File: config.mk
export PLATFORM = sky130hd
export DESIGN_NAME = keypad_entry_ctrl_flat
export DESIGN_NICKNAME = d
export VERILOG_FILES = /design/src/rtl/keypad_entry_ctrl_if.sv /design/src/rtl/keypad_entry_ctrl.sv /design/src/flat_wrapper.sv
export SDC_FILE = /design/constraint.sdc
export NUM_CORES = 1
export LEC_CHECK = 0
export BUFFER_PORTS_ARGS = -buffer_cell sky130_fd_sc_hd__buf_2
export CAP_MARGIN = 10
export CORE_UTILIZATION = 47
export CTS_BUF_LIST = sky130_fd_sc_hd__clkbuf_8
export CTS_CLUSTER_SIZE = 10
export DETAILED_ROUTE_END_ITERATION = 8
export MAX_ROUTING_LAYER = met4
export PLACE_DENSITY = 0.78
export SKIP_CTS_REPAIR_TIMING = 1
export SLEW_MARGIN = 25
export SYNTH_ARGS = -nofsm -noshare
export SYNTH_HDL_FRONTEND = slang
export SYNTH_SLANG_ARGS = --single-unit
File: constraint.sdc
create_clock -name fin -period 8.75 [get_ports fin]
set_input_delay 0.4375 -clock fin [delete_from_list [all_inputs] [get_ports fin]]
set_output_delay 0.4375 -clock fin [all_outputs]
set_load 0.03 [all_outputs]
File: src/rtl/keypad_entry_ctrl_if.sv
// Keypad matrix and entry-result signals of keypad_entry_ctrl.
// master = the controller, slave = the keypad/downstream side.
interface keypad_entry_ctrl_if;
    logic [3:0]  touch_key;
    logic [2:0]  scan_key;
    logic [3:0]  key_code;
    logic        key_valid;
    logic [15:0] entry;
    logic [2:0]  entry_len;
    logic        commit;
    logic [15:0] commit_value;
    logic        err;

    modport master (
        input  touch_key,
        output scan_key, key_code, key_valid, entry, entry_len,
               commit, commit_value, err
    );
    modport slave (
        output touch_key,
        input  scan_key, key_code, key_valid, entry, entry_len,
               commit, commit_value, err
    );
endinterface

File: src/rtl/keypad_entry_ctrl.sv
// 3x4 keypad scanner, frame debouncer and 4-digit BCD entry buffer.
// Optional auto-repeat of held digits: define KEY_REPEAT_EN.
module keypad_entry_ctrl #(
    parameter int SCAN_DIV     = 16,
    parameter int DEBOUNCE_CNT = 4,
    parameter int REPEAT_DELAY = 32,
    parameter int REPEAT_RATE  = 8
) (
    input  logic                fin,
    input  logic                rst,
    keypad_entry_ctrl_if.master kp
);
    localparam logic [3:0] NONE = 4'd15;
    localparam logic [3:0] STAR = 4'd10;
    localparam logic [3:0] HASH = 4'd11;
    localparam logic [3:0] DB   = 4'(DEBOUNCE_CNT);

    typedef enum logic [1:0] {IDLE, DEBOUNCE, PRESSED, RELEASE} state_t;

    logic [SCAN_DIV-1:0] prescaler;
    logic [2:0]  scan_key;
    logic        tick, frame_end;
    logic [1:0]  col_idx, row_idx;
    logic [3:0]  col_key, raw;
    logic        col_hit, col_bad;
    logic [1:0]  acc_hits;
    logic        acc_bad;
    logic [3:0]  acc_code;

    state_t      state, state_n;
    logic [3:0]  cand, cand_n, cnt, cnt_n, cnt_inc;
    logic        accept;

    logic [3:0]  key_code;
    logic        key_valid, commit, err;
    logic [15:0] entry, commit_value;
    logic [2:0]  entry_len;

    assign tick      = &prescaler;
    assign frame_end = tick && (scan_key == 3'b001);

    always_ff @(posedge fin) begin
        if (rst) begin
            prescaler <= '0;
            scan_key  <= 3'b100;
        end else begin
            prescaler <= prescaler + 1'b1;
            if (scan_key != 3'b100 && scan_key != 3'b010 && scan_key != 3'b001)
                scan_key <= 3'b100;
            else if (tick)
                scan_key <= {scan_key[0], scan_key[2:1]};
        end
    end

    // Decode the row returns of the column currently strobed.
    always_comb begin
        case (scan_key)
            3'b100:  col_idx = 2'd0;
            3'b010:  col_idx = 2'd1;
            default: col_idx = 2'd2;
        endcase
        case (kp.touch_key)
            4'b1000: row_idx = 2'd0;
            4'b0100: row_idx = 2'd1;
            4'b0010: row_idx = 2'd2;
            default: row_idx = 2'd3;
        endcase
        col_hit = |kp.touch_key;
        col_bad = col_hit && !$onehot(kp.touch_key);
        col_key = NONE;
        if (row_idx != 2'd3)
            col_key = 4'(row_idx) * 4'd3 + 4'(col_idx) + 4'd1;
        else begin
            case (col_idx)
                2'd0:    col_key = STAR;
                2'd1:    col_key = 4'd0;
                default: col_key = HASH;
            endcase
        end
        // Exactly one clean key across the whole frame, otherwise NONE.
        raw = NONE;
        if (!(acc_bad || col_bad) &&
            ((acc_hits == 2'd1 && !col_hit) || (acc_hits == 2'd0 && col_hit)))
            raw = col_hit ? col_key : acc_code;
    end

    always_ff @(posedge fin) begin
        if (rst || frame_end) begin
            acc_hits <= '0;
            acc_bad  <= 1'b0;
            acc_code <= NONE;
        end else if (tick && col_hit) begin
            acc_hits <= (acc_hits == 2'd0) ? 2'd1 : 2'd2;
            acc_bad  <= acc_bad | col_bad;
            acc_code <= col_key;
        end
    end

`ifdef KEY_REPEAT_EN
    logic [15:0] rep_cnt, rep_cnt_n;
    logic        rep_armed, rep_armed_n;
`else
    logic unused_repeat_cfg;
    assign unused_repeat_cfg = ^{REPEAT_DELAY[0], REPEAT_RATE[0]};
`endif

    always_ff @(posedge fin) begin
        if (rst) begin
            state <= IDLE;
            cand  <= NONE;
            cnt   <= '0;
`ifdef KEY_REPEAT_EN
            rep_cnt   <= '0;
            rep_armed <= 1'b0;
`endif
        end else begin
            state <= state_n;
            cand  <= cand_n;
            cnt   <= cnt_n;
`ifdef KEY_REPEAT_EN
            rep_cnt   <= rep_cnt_n;
            rep_armed <= rep_armed_n;
`endif
        end
    end

    assign cnt_inc = cnt + 4'd1;

    always_comb begin
        state_n = state;
        cand_n  = cand;
        cnt_n   = cnt;
        accept  = 1'b0;
`ifdef KEY_REPEAT_EN
        rep_cnt_n   = rep_cnt;
        rep_armed_n = rep_armed;
`endif
        if (frame_end) begin
            case (state)
                IDLE: if (raw != NONE) begin
                    cand_n = raw;
                    cnt_n  = 4'd1;
                    if (DB == 4'd1) begin
                        accept  = 1'b1;
                        state_n = PRESSED;
                    end else
                        state_n = DEBOUNCE;
                end
                DEBOUNCE: begin
                    if (raw == cand) begin
                        cnt_n = cnt_inc;
                        if (cnt_inc >= DB) begin
                            accept  = 1'b1;
                            state_n = PRESSED;
                        end
                    end else if (raw == NONE) begin
                        cnt_n   = '0;
                        state_n = IDLE;
                    end else begin
                        cand_n = raw;
                        cnt_n  = 4'd1;
                    end
                end
                PRESSED: begin
                    if (raw == NONE) begin
                        cnt_n   = 4'd1;
                        state_n = (DB == 4'd1) ? IDLE : RELEASE;
                    end else if (raw != cand) begin
                        cnt_n   = '0;
                        state_n = RELEASE;
                    end
`ifdef KEY_REPEAT_EN
                    else begin
                        rep_cnt_n = rep_cnt + 16'd1;
                        if (rep_cnt_n == (rep_armed ? 16'(REPEAT_RATE) : 16'(REPEAT_DELAY))) begin
                            rep_cnt_n   = '0;
                            rep_armed_n = 1'b1;
                            accept      = (cand <= 4'd9);
                        end
                    end
`endif
                end
                default: begin
                    if (raw == NONE) begin
                        cnt_n = cnt_inc;
                        if (cnt_inc >= DB) begin
                            cnt_n   = '0;
                            state_n = IDLE;
                        end
                    end else if (raw == cand) begin
                        cnt_n   = '0;
                        state_n = PRESSED;
                    end else
                        cnt_n = '0;
                end
            endcase
        end
`ifdef KEY_REPEAT_EN
        if (state_n != PRESSED) begin
            rep_cnt_n   = '0;
            rep_armed_n = 1'b0;
        end
`endif
    end

    always_ff @(posedge fin) begin
        if (rst) begin
            key_code     <= NONE;
            key_valid    <= 1'b0;
            entry        <= '0;
            entry_len    <= '0;
            commit       <= 1'b0;
            commit_value <= '0;
            err          <= 1'b0;
        end else begin
            key_valid <= 1'b0;
            commit    <= 1'b0;
            err       <= 1'b0;
            if (accept) begin
                key_code  <= cand_n;
                key_valid <= 1'b1;
                if (cand_n <= 4'd9) begin
                    if (entry_len == 3'd4)
                        err <= 1'b1;
                    else begin
                        entry     <= {entry[11:0], cand_n};
                        entry_len <= entry_len + 3'd1;
                    end
                end else if (cand_n == STAR) begin
                    entry     <= '0;
                    entry_len <= '0;
                end else if (cand_n == HASH && entry_len != 3'd0) begin
                    commit_value <= entry;
                    commit       <= 1'b1;
                    entry        <= '0;
                    entry_len    <= '0;
                end
            end
        end
    end

    assign kp.scan_key     = scan_key;
    assign kp.key_code     = key_code;
    assign kp.key_valid    = key_valid;
    assign kp.entry        = entry;
    assign kp.entry_len    = entry_len;
    assign kp.commit       = commit;
    assign kp.commit_value = commit_value;
    assign kp.err          = err;
endmodule

File: src/flat_wrapper.sv
// flat-port wrapper written by rule: the top's interface ports become plain ports
module keypad_entry_ctrl_flat 
#(
    parameter int SCAN_DIV     = 16,
    parameter int DEBOUNCE_CNT = 4,
    parameter int REPEAT_DELAY = 32,
    parameter int REPEAT_RATE  = 8
)
  (fin, rst, kp_touch_key, kp_scan_key, kp_key_code, kp_key_valid, kp_entry, kp_entry_len, kp_commit, kp_commit_value, kp_err);
  keypad_entry_ctrl_if kp_i ();
  input  logic fin;
  input  logic rst;
  input wire logic [$bits(kp_i.touch_key)-1:0] kp_touch_key;
  output wire logic [$bits(kp_i.scan_key)-1:0] kp_scan_key;
  output wire logic [$bits(kp_i.key_code)-1:0] kp_key_code;
  output wire logic [$bits(kp_i.key_valid)-1:0] kp_key_valid;
  output wire logic [$bits(kp_i.entry)-1:0] kp_entry;
  output wire logic [$bits(kp_i.entry_len)-1:0] kp_entry_len;
  output wire logic [$bits(kp_i.commit)-1:0] kp_commit;
  output wire logic [$bits(kp_i.commit_value)-1:0] kp_commit_value;
  output wire logic [$bits(kp_i.err)-1:0] kp_err;
  assign kp_i.touch_key = kp_touch_key;
  assign kp_scan_key = kp_i.scan_key;
  assign kp_key_code = kp_i.key_code;
  assign kp_key_valid = kp_i.key_valid;
  assign kp_entry = kp_i.entry;
  assign kp_entry_len = kp_i.entry_len;
  assign kp_commit = kp_i.commit;
  assign kp_commit_value = kp_i.commit_value;
  assign kp_err = kp_i.err;
  keypad_entry_ctrl #(.SCAN_DIV(SCAN_DIV), .DEBOUNCE_CNT(DEBOUNCE_CNT), .REPEAT_DELAY(REPEAT_DELAY), .REPEAT_RATE(REPEAT_RATE)) u_core (.fin(fin), .rst(rst), .kp(kp_i));
endmodule
==> results of run 1 <==
==> worst paths after layout <==
path | depth (start not counted) | slack [ns] | to | start
setup / recovery | 17 | 3.42 | u_core.kp.commit_value[11] | kp_touch_key[0]
hold / removal | 1 | 0.47 | u_core.kp.key_code[2] | u_core.kp.key_code[2]
setup reg to reg | 13 | 3.76 | u_core.kp.commit_value[11] | u_core.kp.scan_key[1]
hold reg to reg | 1 | 0.47 | u_core.kp.key_code[2] | u_core.kp.key_code[2]
==> worst reg2reg max path: stages, from the launching register on <==
cell      delay, ns
dfxtp_1        0.44
xnor2_1        0.12
or2_2          0.30
ha_1           0.20
or2_2          0.29
ha_1           0.30
a211oi_1       0.42
o311ai_4       0.19
xnor2_2        0.22
o41ai_4        0.37
mux2i_2        0.70
and4bb_1       0.94
mux2i_1        0.30
nor2_1         0.06
==> layout by cell type, fill, tap and decap left out, types with 8 or more instances in the layout <==
cell / n
mux2i_1: 23
xor2_1: 10
clkbuf_8: 9
nand3_1: 13
dfxtp_1: 78
nor2b_1: 8
buf_2: 50
nand2_1: 33
ha_1: 17
a21oi_1: 25
nor2_1: 49
inv_1: 15
nor3_1: 8
o21ai_0: 18
nand4_1: 11
nand2b_1: 11
==> area by class of cell <==
class / instances / area [um^2] / share of cell area
Sequential cell: 78 / 1562 / 0.3422
Inverter: 15 / 56.30 / 0.01234
Multi-Input combinational cell: 337 / 2336 / 0.5119
Clock buffer: 9 / 123.9 / 0.02715
Tap cell: 105 / 131.4 / 0.02879
Clock inverter: 7 / 81.33 / 0.01782
Timing Repair Buffer: 53 / 272.8 / 0.05978
==> layer usage <==
metal,routed length (um),track usage,part of all wire
met3,308,0.04992,0.035
met4,154,0.07197,0.018
met2,4106,0.3453,0.47
met5,0,-,0
met1,4136,0.2499,0.48
==> power groups by stage <==
stage | sequential (uW) | clock [uW] | combinational [uW]
4_1_cts | 357 | 291 | 64.0
3_3_place_gp | 365 | 0 | 61.9
2_1_floorplan | 365 | 0 | 50.7
5_1_grt | 357 | 302 | 72.7
6_report | 357 | 285 | 64.1
3_5_place_dp | 365 | 0 | 63.6
==> cells by family (layout without fill, tap and decap cells) <==
group / count (synthesis) / after routing / synth area share
simple gates: 175 / 175 / 0.2294
buf+inv: 33 / 84 / 0.03440
compound gates: 97 / 97 / 0.1720
fa+ha+maj: 19 / 19 / 0.06262
mux: 30 / 30 / 0.07811
flops: 78 / 78 / 0.3869
xor+xnor: 16 / 16 / 0.03658
==> stage by stage <==
step / utilization / std cells / power (uW)
2_1_floorplan: - / 448 / 415.6
3_3_place_gp: 0.5277 / 588 / 427.0
3_5_place_dp: 0.5277 / 588 / 428.8
4_1_cts: 0.5526 / 604 / 711.9
5_1_grt: 0.5526 / 604 / 731.5
6_report: 0.5526 / 604 / 705.5
==> sequential cells by signal, indices dropped and copies added (netlist names), 2 cells and up <==
register	flops
u_core.acc_code	4
u_core.prescaler	16
u_core.cnt	4
u_core.state	2
u_core.acc_hits	2
u_core.kp.commit_value	16
u_core.kp.entry	16
u_core.kp.scan_key	3
u_core.kp.entry_len	3
u_core.kp.key_code	4
u_core.cand	4
==> run_results.csv, run 1 <==
group,metric,value,unit
timing,finalHoldViolations,0,
timing,tns,0,ns
yosys,post_synth.cell_area_avg,9.010,um^2
setup_path,worst-setup-path-type,"input port to register",
power_and_ir_drop,pwr-share-seq,0.506,
cts,cts_tree,"yes",
cts,clk_latency,0.37,ns
setup_path,worstSetupEndpointType,"register",
detailed_routing,wl_per_cell,14.41,um
setup_path,crit_path_max_incr_delay,0.93,ns
final_layout,fillerInstances,770,
floorplan,initial_core_util,0.4888,
power_and_ir_drop,swShare,0.2713,
power_and_ir_drop,pwr-share-clk,0.403,
yosys,async_reset_ff_frac,0,
timing,whs,0.4690,ns
grt,grt_antenna_before_repair,0,
timing,final_max_slew_viol_count,0,
yosys,synth_top_area_share,0.3869,
grt,grt_pass1_vias,3200,
setup_path,crit_family,"simple AND/OR/NAND/NOR gates",
setup_path,cp_slowest_cell,"and4bb_1",
detailed_routing,postRouteAntennaNets,0,
detailed_routing,viasPerCell,5.631,
setup_path,worstPathRequired,8.97,ns
timing,setup_viol,0,
final_layout,syn_to_final_growth,13.05,%
outcome,status,"finished, final reports clean",
floorplan,die_w,94.67,um
setup_path,start_kind,"input port",
flow_run,max_cap_viol_count,0,
power_and_ir_drop,pwr_density_cell,154.6,nW/um^2
cts,cts_sinks,78,
floorplan,fp-row-count,33,
power_and_ir_drop,leakage,0.001814,uW
detailed_routing,drcViolationCount,0,
cts,clockBufferDepth,2,
timing,finalClockSkew,0.01287,ns
setup_path,critical_path_buf_inv_count,2,
detailed_routing,first_pass_iters,5,
yosys,ys.flop_type,"dfxtp_1",
hold_path,holdCritPathClass,"register to register",
timing,rsz0062_at_grt,"no",
final_layout,drive_above_1_share,0.1723,
yosys,yosysUniqueCellTypes,73,
yosys,syn_nets,473,
grt,grt_pass1_wl,14410,um
timing,setup_slack,3.418,ns
cts,cts_buffers,9,
yosys,synth_edf_count,0,
power_and_ir_drop,switchingPower,191.4,uW
yosys,synthesis.area,4036,um^2
placement,portBuffers,50,
detailed_routing,routed_wl,8705,um
grt,grt.overflow.total,0,
timing,fin_crit_sh,0.6094,
placement,placed_cell_area,4358,um^2
cts,clkTransAtPathRegs,0.08,ns
yosys,postSynthCellCount,448,
timing,fin_crit,5.332,ns
cts,clockRootBuffer,"clkbuf_8",
yosys,synth_commonest_cells,"dfxtp_1 (78), nor2_1 (49), nand2_1 (33), a21oi_1 (25), mux2i_1 (23)",
final_layout,antennaDiodeCount,0,
yosys,synth_most_common_cell,"dfxtp_1",
floorplan,die-area,8962,um^2
placement,place_congestion,0.8976,
floorplan,fp.dieH,94.67,um
cts,h-tree-depth,3,
grt,track_usage,0.2097,
placement,dp_slack,3.054,ns
setup_path,crit_top_cell,"ha_1",
timing,slew_headroom,0.3616,
setup_path,critPathArrivalTime,5.56,ns
yosys,yosysTopAreaCell,"dfxtp_1",
grt,grt_max_degree,77,
yosys,yosys_warnings,0,
floorplan,num_io_pins,51,
yosys,synth_seq_cells,78,
floorplan,coreArea,8258,um^2
yosys,ys_seq_area_frac,0.3869,
yosys,synthTopCellsByArea,"dfxtp_1 (39%), mux2i_1 (5.7%), ha_1 (5.3%), nor2_1 (4.6%), a21oi_1 (3.1%)",
detailed_routing,via_count,3401,
final_layout,fin_area,4563,um^2
final_layout,nNetsFinal,519,
timing,worstMarginPinSlew,0.9488,ns
timing,fmax,0.1875,GHz
placement,dp_hpwl,6238,um
detailed_routing,first_iter_violations,143,
power_and_ir_drop,intPower,514.1,uW
power_and_ir_drop,ir_worst_vdd,0.1076,mV
power_and_ir_drop,combPwrFrac,0.091,
setup_path,path_max_fanout,17,
setup_path,crit_chain,"buf_2 -> inv_1 -> ha_1 -> nand2_1 -> ha_1 -> a21bo_2 -> o21ai_0 -> or2_2 -> ha_1 -> a211oi_1 -> o311ai_4 -> xnor2_2 -> o41ai_4 -> mux2i_2 -> and4bb_1 -> mux2i_1 -> nor2_1",
Power figures use the tool's default switching activity.
==> run 2, diff against run 1 <==
--- a/config.mk
+++ b/config.mk
@@ -12,7 +12,7 @@
 export CTS_CLUSTER_SIZE = 10
 export DETAILED_ROUTE_END_ITERATION = 8
 export MAX_ROUTING_LAYER = met4
-export PLACE_DENSITY = 0.78
+export PLACE_DENSITY = 0.8
 export SKIP_CTS_REPAIR_TIMING = 1
 export SLEW_MARGIN = 25
 export SYNTH_ARGS = -nofsm -noshare
==> constraint.sdc (replaced) <==
create_clock -name fin -period 4.8 [get_ports fin]
set_input_delay 0.24 -clock fin [delete_from_list [all_inputs] [get_ports fin]]
set_output_delay 0.24 -clock fin [all_outputs]
set_load 0.03 [all_outputs]
==> run 2 against run 1 <==
Non-clock buffer count grew 4. Sequential cell count is the same. Routed wire length grew 3.9%. Critical path type is now register to register.
==> run_results.csv, run 2 (synthesis results as in run 1) <==
group,metric,value,unit
setup_path,crit_path_start,"u_core.kp.scan_key[1]",
detailed_routing,first_pass_iters,4,
grt,grt_antenna_before_repair,0,
placement,portBuffers,50,
timing,finalClockSkew,0.007498,ns
hold_path,holdCritPathClass,"register to register",
flow_run,max_cap_viol_count,0,
setup_path,critPathArrivalTime,4.73,ns
setup_path,path_max_fanout,15,
setup_path,reg2reg_slack,0.31,ns
cts,cts_sinks,78,
final_layout,antennaDiodeCount,0,
final_layout,final_util,0.5555,
detailed_routing,postRouteAntennaNets,0,
cts,cts_buffers,9,
timing,tns,0,ns
grt,grt_max_degree,77,
floorplan,num_io_pins,51,
placement,placed_cell_area,4388,um^2
timing,setup_viol,0,
detailed_routing,drcViolationCount,0,
final_layout,fin_area,4587,um^2
final_layout,syn_to_final_growth,13.64,%
floorplan,die_w,94.67,um
detailed_routing,wl_per_cell,14.87,um
power_and_ir_drop,pwr_density_cell,275.7,nW/um^2
cts,clk_latency,0.36,ns
final_layout,nNetsFinal,523,
final_layout,fillerInstances,755,
detailed_routing,via_count,3457,
final_layout,layout_commonest_cell,"dfxtp_1",
final_layout,drive_above_1_share,0.1789,
floorplan,coreArea,8258,um^2
cts,h-tree-depth,3,
cts,clkTransAtPathRegs,0.08,ns
setup_path,worstSetupEndpointType,"register",
floorplan,initial_core_util,0.4888,
cts,clockBufferDepth,2,
timing,final_max_slew_viol_count,0,
timing,fin_crit_sh,0.9347,
floorplan,die-area,8962,um^2
setup_path,start_kind,"register",
floorplan,fp.dieH,94.67,um
detailed_routing,first_iter_violations,160,
timing,slew_headroom,0.4643,
outcome,status,"finished, final reports clean",
grt,grt_pass1_vias,3220,
timing,finalHoldViolations,0,
grt,grt_pass1_wl,14840,um
final_layout,final_cell_mix,"dfxtp_1 (78), buf_2 (50), nor2_1 (49)",
setup_path,worstPathRequired,5.04,ns
grt,track_usage,0.2182,
final_layout,regArea,1562,um^2
final_layout,reg_top3,"u_core.kp.commit_value x16, u_core.kp.entry x16, u_core.prescaler x16",
hold_path,worstHoldStart,"u_core.prescaler[0]",
detailed_routing,viasPerCell,5.686,
cts,cts_tree,"yes",
grt,grt.overflow.total,0,
setup_path,worst-setup-path-type,"register to register",
timing,rsz0062_at_grt,"no",
power_and_ir_drop,leakage,0.001841,uW
cts,clockRootBuffer,"clkbuf_8",
placement,dp_hpwl,6449,um
power_and_ir_drop,ir_worst_vdd,0.2109,mV
floorplan,fp-row-count,33,
detailed_routing,routed_wl,9042,um
final_layout,multiInputGateArea,2336,um^2
placement,place_congestion,1.001,
timing,fmax,0.2229,GHz
timing,fin_crit,4.487,ns
setup_path,r2r-start,"u_core.kp.scan_key[1]",
timing,worstMarginPinSlew,0.7974,ns
## run 2: final timing paths
check | to | depth (start not counted)
max | u_core.kp.entry[7] | 14
min | u_core.prescaler[0] | 1
max reg2reg | u_core.kp.entry[7] | 14
min reg2reg | u_core.prescaler[0] | 1
## run 2: worst max-delay path, stage by stage, from the launching register on
cell and delay, ns:
dfxtp_1 0.45, xnor2_1 0.16, or2_2 0.32, ha_1 0.20
or2_2 0.29, ha_1 0.31, a211oi_1 0.46, o311ai_4 0.20
xnor2_2 0.23, o41ai_4 0.38, mux2i_2 0.34, a21oi_2 0.20
a211oi_1 0.26, buf_4 0.23, mux2_1 0.33
## run 2: area by class of cell
type	count	share of cell area
multi-input combinational	337	0.5093
sequential	78	0.3404
timing repair buffer	57	0.06601
clock buffer	10	0.03001
tap	105	0.02864
clock inverter	6	0.01337
inverter	15	0.01227
## run 2: layer usage
| layer | GRT usage | wire, um |
|---|---|---|
| met2 | 0.3567 | 4366 |
| met1 | 0.2532 | 4057 |
| met4 | 0.1023 | 187 |
| met5 | - | 0 |
| met3 | 0.04911 | 431 |
## run 2: per-stage QoR
stage          hold slack, ns  instances  setup slack (ns)  total power [uW]
2_1_floorplan          0.4260        448            0.4543             757.7
3_3_place_gp           0.4407        592            0.2383             779.6
3_5_place_dp           0.4452        592           0.02522             785.4
4_1_cts                0.4638        608            0.3170              1272
5_1_grt                0.4778        608           0.06198              1315
6_report               0.4601        608            0.3133              1264
## run 2: report_power, final
group	total, uW	leakage, uW	switching [uW]	internal (uW)
clock	490	0.000102	238	252
sequential	651	0.000629	1.96	649
combinational	124	0.00111	82.0	42.1
